## src/rtl/dbus_loader.sv

```systemverilog
// Host byte-stream to dBus bridge: decodes write-block / read-block frames into
// 32-bit word commands and returns read data or a write acknowledge byte.
module dbus_loader (
    input  logic        clk,
    input  logic        reset_n,
    input  logic        in_valid,
    output logic        in_ready,
    input  logic [7:0]  in_data,
    output logic        out_valid,
    input  logic        out_ready,
    output logic [7:0]  out_data,
    output logic        dbus_cmd_valid,
    input  logic        dbus_cmd_ready,
    output logic        dbus_cmd_wr,
    output logic [31:0] dbus_cmd_address,
    output logic [31:0] dbus_cmd_data,
    output logic [1:0]  dbus_cmd_size,
    input  logic        dbus_rsp_ready,
    input  logic [31:0] dbus_rsp_data,
    output logic        busy,
    output logic        bad_opcode
);

    localparam int unsigned ADDR_W = 32;
    localparam int unsigned DATA_W = 32;
    localparam int unsigned CNT_W  = 9;

    localparam logic [7:0] ACK_BYTE = 8'h4B;
    localparam logic [7:0] OP_WRITE = 8'h57;
    localparam logic [7:0] OP_READ  = 8'h52;

    typedef enum logic [3:0] {
        S_IDLE,
        S_ADDR,
        S_CNT,
        S_WDATA,
        S_WCMD,
        S_RCMD,
        S_RWAIT,
        S_RDATA,
        S_ACK
    } state_e;

    state_e              state_q, state_d;
    logic [ADDR_W-1:0]   addr_q, addr_d;
    logic [DATA_W-1:0]   data_q, data_d;
    logic [1:0]          byte_q, byte_d;
    logic [CNT_W-1:0]    words_q, words_d;
    logic                wr_q, wr_d;
    logic                bad_q, bad_d;

    logic                in_ready_q, in_ready_d;
    logic                out_valid_q, out_valid_d;
    logic [7:0]          out_data_q, out_data_d;
    logic                cmd_valid_q, cmd_valid_d;
    logic                busy_q, busy_d;

    logic                in_fire;
    logic                out_fire;
    logic                cmd_fire;

    assign in_fire  = in_valid && in_ready_q;
    assign out_fire = out_valid_q && out_ready;
    assign cmd_fire = cmd_valid_q && dbus_cmd_ready;

    // Frame decode and word sequencing
    always_comb begin
        state_d = state_q;
        addr_d  = addr_q;
        data_d  = data_q;
        byte_d  = byte_q;
        words_d = words_q;
        wr_d    = wr_q;
        bad_d   = bad_q;

        case (state_q)
            S_IDLE: begin
                if (in_fire) begin
                    byte_d = 2'd0;
                    if (in_data == OP_WRITE || in_data == OP_READ) begin
                        wr_d    = (in_data == OP_WRITE);
                        state_d = S_ADDR;
                    end else begin
                        bad_d = 1'b1;
                    end
                end
            end
            S_ADDR: begin
                if (in_fire) begin
                    addr_d[{byte_q, 3'b000} +: 8] = in_data;
                    byte_d = byte_q + 2'd1;
                    if (byte_q == 2'd3) begin
                        state_d = S_CNT;
                    end
                end
            end
            S_CNT: begin
                if (in_fire) begin
                    words_d = CNT_W'(in_data) + CNT_W'(1);
                    byte_d  = 2'd0;
                    state_d = wr_q ? S_WDATA : S_RCMD;
                end
            end
            S_WDATA: begin
                if (in_fire) begin
                    data_d[{byte_q, 3'b000} +: 8] = in_data;
                    byte_d = byte_q + 2'd1;
                    if (byte_q == 2'd3) begin
                        state_d = S_WCMD;
                    end
                end
            end
            S_WCMD: begin
                if (cmd_fire) begin
                    addr_d  = addr_q + ADDR_W'(4);
                    words_d = words_q - CNT_W'(1);
                    state_d = (words_q == CNT_W'(1)) ? S_ACK : S_WDATA;
                end
            end
            S_RCMD: begin
                if (cmd_fire) begin
                    addr_d  = addr_q + ADDR_W'(4);
                    words_d = words_q - CNT_W'(1);
                    state_d = S_RWAIT;
                end
            end
            S_RWAIT: begin
                if (dbus_rsp_ready) begin
                    data_d  = dbus_rsp_data;
                    byte_d  = 2'd0;
                    state_d = S_RDATA;
                end
            end
            S_RDATA: begin
                if (out_fire) begin
                    byte_d = byte_q + 2'd1;
                    if (byte_q == 2'd3) begin
                        state_d = (words_q == CNT_W'(0)) ? S_IDLE : S_RCMD;
                    end
                end
            end
            S_ACK: begin
                if (out_fire) begin
                    state_d = S_IDLE;
                end
            end
            default: begin
                state_d = S_IDLE;
            end
        endcase

        // Word alignment: the low address bits are never driven
        addr_d[1:0] = 2'b00;
    end

    // Output flops are loaded from the next state so they line up with it
    always_comb begin
        in_ready_d  = (state_d == S_IDLE) || (state_d == S_ADDR) ||
                      (state_d == S_CNT)  || (state_d == S_WDATA);
        out_valid_d = (state_d == S_RDATA) || (state_d == S_ACK);
        cmd_valid_d = (state_d == S_WCMD) || (state_d == S_RCMD);
        busy_d      = (state_d != S_IDLE);
        out_data_d  = 8'h00;
        if (state_d == S_ACK) begin
            out_data_d = ACK_BYTE;
        end else if (state_d == S_RDATA) begin
            out_data_d = data_d[{byte_d, 3'b000} +: 8];
        end
    end

    always_ff @(posedge clk or negedge reset_n) begin
        if (!reset_n) begin
            state_q     <= S_IDLE;
            addr_q      <= '0;
            data_q      <= '0;
            byte_q      <= '0;
            words_q     <= '0;
            wr_q        <= 1'b0;
            bad_q       <= 1'b0;
            in_ready_q  <= 1'b0;
            out_valid_q <= 1'b0;
            out_data_q  <= '0;
            cmd_valid_q <= 1'b0;
            busy_q      <= 1'b0;
        end else begin
            state_q     <= state_d;
            addr_q      <= addr_d;
            data_q      <= data_d;
            byte_q      <= byte_d;
            words_q     <= words_d;
            wr_q        <= wr_d;
            bad_q       <= bad_d;
            in_ready_q  <= in_ready_d;
            out_valid_q <= out_valid_d;
            out_data_q  <= out_data_d;
            cmd_valid_q <= cmd_valid_d;
            busy_q      <= busy_d;
        end
    end

    assign in_ready         = in_ready_q;
    assign out_valid        = out_valid_q;
    assign out_data         = out_data_q;
    assign dbus_cmd_valid   = cmd_valid_q;
    assign dbus_cmd_wr      = wr_q;
    assign dbus_cmd_address = addr_q;
    assign dbus_cmd_data    = data_q;
    assign dbus_cmd_size    = 2'd2;
    assign busy             = busy_q;
    assign bad_opcode       = bad_q;

endmodule

```

## config.mk

```make
export PLATFORM = sky130hd
export DESIGN_NAME = dbus_loader
export DESIGN_NICKNAME = d
export VERILOG_FILES = /design/src/rtl/dbus_loader.sv
export SDC_FILE = /design/constraint.sdc
export NUM_CORES = 1
export LEC_CHECK = 0
export CAP_MARGIN = 25
export CORE_ASPECT_RATIO = 0.7
export CORE_MARGIN = 2
export CORE_UTILIZATION = 52
export DETAILED_ROUTE_END_ITERATION = 10
export GPL_TIMING_DRIVEN = 0
export HOLD_SLACK_MARGIN = 0.06
export PLACE_DENSITY_LB_ADDON = 0.2
export SETUP_SLACK_MARGIN = 0.1
export SLEW_MARGIN = 20
export SYNTH_ARGS = -nofsm -noshare
export SYNTH_HDL_FRONTEND = slang
export SYNTH_SLANG_ARGS = --single-unit
export TNS_END_PERCENT = 30
```

## constraint.sdc

```tcl
create_clock -name clk -period 3.34 [get_ports clk]
set_input_delay 0.668 -clock clk [delete_from_list [all_inputs] [get_ports clk]]
set_output_delay 0.668 -clock clk [all_outputs]
set_load 0.05 [all_outputs]
```

==> reports/qor.txt, run 1 <==
Status: finished clean
Final period util: 94.7%
Final net count: 880
Drt drc: 0
Highest Clock Rate: 0.316 GHz
Yosys warns: 0
Synth Area in Simple Gates: 24.2%
Pleak: 3.05 nW
Die area: 12,300 µm²
TritonCTS sink count: 91
Post-Syn Instances: 692
CP Data Required Time: 3.61 ns
Register bit total from synthesis: 91
Die X-Extent: 132 µm
Crit Path Max Fanout: 10
I/O Pins: 126
Top_reg_cell synth: dfrtp_1
Synth-to-layout area growth: 28.3%
Number of global-route vias before repair: 5,992
Area of the multi-input gates: 3270 µm²
Root buffer cell: clkbuf_16
Post-Place Cell Area: 7310 µm²
Final Cell Area: 7610 µm²
Combinational family with the most area after synthesis: simple AND/OR/NAND/NOR gates
Drt pass-1 iters: 8
Post-synth ARST share: 100%
Vias per inst: 6.58
Fin worst setup slack: 0.178 ns
Cts bufs inserted: 9
CP Data Arrival Time: 3.43 ns
Worst-Margin Slew: 1.01 ns
First-pass GRT wire length: 32.6 mm
Max-cap viol count: 0
Hold Slack: 0.209 ns
Die H: 93.4 µm
Post-synthesis sequential area ratio: 38.4%
Antenna violations before repair: 1
Element type at the critical path end: flop
Via count: 6,439
Wirelength, routed: 21.2 mm
Peak supply drop: 0.598 mV
Fin. Hold Viols: 0
Crit-path cells: clkbuf_4 -> inv_1 -> ha_1 -> and4b_1 -> clkbuf_1 -> nand3_2 -> o221ai_1 -> mux2i_1 -> mux2_2 -> o21ai_1
Place WS: -0.208 ns
# setup viols final: 0
Total grt overflow: 0
Register Area: 2280 µm²
Max-Slew Margin vs Limit: 32.5%
Finished Layout Cells: 979
GRT Util Overall: 34.4%
CTS tree: done
Clock slew at reported path FFs: 0.07 ns
Drt first-iter violations: 738
Mux cell area share after synthesis: 4.03%
Row count: 32
Final worst path period need: 3.16 ns
Post-Place Cells: 963
Worst path slowest cell: dfrtp_1
Post-Synth Adder-Cell Area: 2.74%
Setup TNS Final: 0 ns
Power per cell area: 944 nW/µm²
RSZ-0062 raised after global routing: true
WL per Instance: 21.7 µm
Setup Fix Bufs, Post-CTS: 0
H-Tree Depth: 3
Final RePlAce weighted congestion: 0.944
Critical Path Max Stage Delay: 0.46 ns
Maximum clock insertion buffer count: 2
PortBufs: 115
Starting Density: 53.7%
Post-route ant nets: 0
Synth Area in XOR/XNOR: 1.33%
Synth unique cells: 73
Core Area: 11,100 µm²
Compound-Gate Fraction of Synth Area: 22.3%
Mapped Area: 5940 µm²
Crit path kind: flop to flop
Mean post-synth cell area: 8.58 µm²
Fillers: 940
# diodes: 0
Layout cells sized above 1: 7.87%
Hpwl dp: 15.7 mm
Worst hold-check path type: input pin to async pin
Largest net degree at the start of global routing: 55
Clk_skew: 0.0107 ns
Clock Latency Late Sink: 0.36 ns
Fin. max-slew vios: 0
Number of synthesized flops with an enable pin: 0
Startpoint Class: flop
cell usage after synthesis (9+ instances only):
cell / instances / area (µm²)
nor2_1: 48 / 180
a21oi_1: 29 / 145
a22oi_1: 11 / 82.6
nand3_1: 56 / 280
nand2_1: 69 / 259
mux2i_1: 16 / 160
nor3_1: 13 / 65.1
buf_2: 10 / 50.1
a221o_1: 9 / 90.1
and3_1: 11 / 68.8
inv_1: 37 / 139
nor4_1: 9 / 56.3
dfrtp_1: 91 / 2280
a31oi_1: 9 / 56.3
nand4_1: 10 / 62.6
ha_1: 13 / 163
o21ai_0: 51 / 255
clkbuf_1: 34 / 128
o221ai_1: 23 / 201
metal layers:
| layer | track usage, % | wire length, µm | part of all wire, % |
|---|---|---|---|
| met4 | 9.51 | 288 | 1.4 |
| met1 | 49.5 | 9070 | 43 |
| met3 | 11.9 | 2750 | 13 |
| met2 | 48.9 | 9090 | 43 |
| met5 | 0 | 0 | 0 |
where the power goes:
group          leakage [nW]  internal, mW  switching (mW)
Combinational          1.76          1.51            2.90
Clock                 0.126         0.513           0.479
Sequential             1.17          1.47           0.320
worst max-delay path, delay by kind of cell, from the launching register on:
kind	cells	cell delay, ns
buffers and inverters	3	0.69
adders and majority gates	1	0.43
muxes	2	0.45
AOI/OAI and AO/OA	2	0.52
and+or+nand+nor	2	0.51
DFF	1	0.46
layout make-up:
type	count	area share, %
Multi-Input combinational cell	511	43.0
Sequential cell	91	29.9
Timing Repair Buffer	116	15.5
Buffer	55	3.63
Clock buffer	10	3.01
Tap cell	153	2.51
Inverter	37	1.82
Clock inverter	6	0.641
repair_timing:
action	in CTS	in global routing
hold buffers	0	0
resized for setup	2	6
endpoints found under the setup margin	13	17
cloned	0	0
worst paths after layout:
path	from	end	slack (ns)	depth (start not counted)
worst max-delay path	byte_q[0]	out_data[0]	0.18	10
worst min-delay path	reset_n	words_q[4]	0.21	1
worst max register to register	byte_q[0]	out_data[0]	0.18	10
worst min register to register	bad_opcode	bad_opcode	0.49	1
max in group asynchronous	reset_n	dbus_cmd_address[13]	2.51	2
min in group clk	bad_opcode	bad_opcode	0.49	1
registers in the layout, indices dropped and copies added (netlist names):
name / cells
dbus_cmd_data: 32
dbus_cmd_address: 30
words_q: 9
out_data: 8
state_q: 4
byte_q: 2
bad_opcode: 1
busy: 1
dbus_cmd_valid: 1
dbus_cmd_wr: 1
in_ready: 1
out_valid: 1
stage by stage:
step	utilization [%]	total power [mW]
floorplan	-	4.65
global placement	65.9	6.01
detailed placement	66.2	6.10
CTS	68.8	7.10
global route	68.9	7.52
finish	68.9	7.19
cells in the final DEF, fill, tap and decap left out, types with 11 or more instances in the layout:
cell type	synthesis	routed
clkdlybuf4s50_1	0	114
dfrtp_1	91	91
nand2_1	69	69
nand3_1	56	54
o21ai_0	51	51
nor2_1	48	48
inv_1	37	37
clkbuf_1	34	33
a21oi_1	29	29
o221ai_1	23	22
mux2i_1	16	16
nor3_1	13	13
ha_1	13	13
and3_1	11	11
a22oi_1	11	11
kinds of logic after synthesis:
logic type | after synthesis
other | 2
flip-flops | 91
adder cells (fa/ha/maj) | 13
buffers and inverters | 92
XOR/XNOR | 9
AND/OR/NAND/NOR | 270
AO/OA/AOI/OAI | 192
multiplexers | 23
No activity file was read; power rests on OpenSTA's default activity.
==> inputs of run 2 (changes only) <==
--- a/config.mk
+++ b/config.mk
@@ -5,7 +5,7 @@
 export SDC_FILE = /design/constraint.sdc
 export NUM_CORES = 1
 export LEC_CHECK = 0
-export CAP_MARGIN = 25
+export CAP_MARGIN = 20
 export CORE_ASPECT_RATIO = 0.7
 export CORE_MARGIN = 2
 export CORE_UTILIZATION = 52
==> results of run 2 <==
Same layout as run 1: the final DEF is identical, and so are final timing and power.
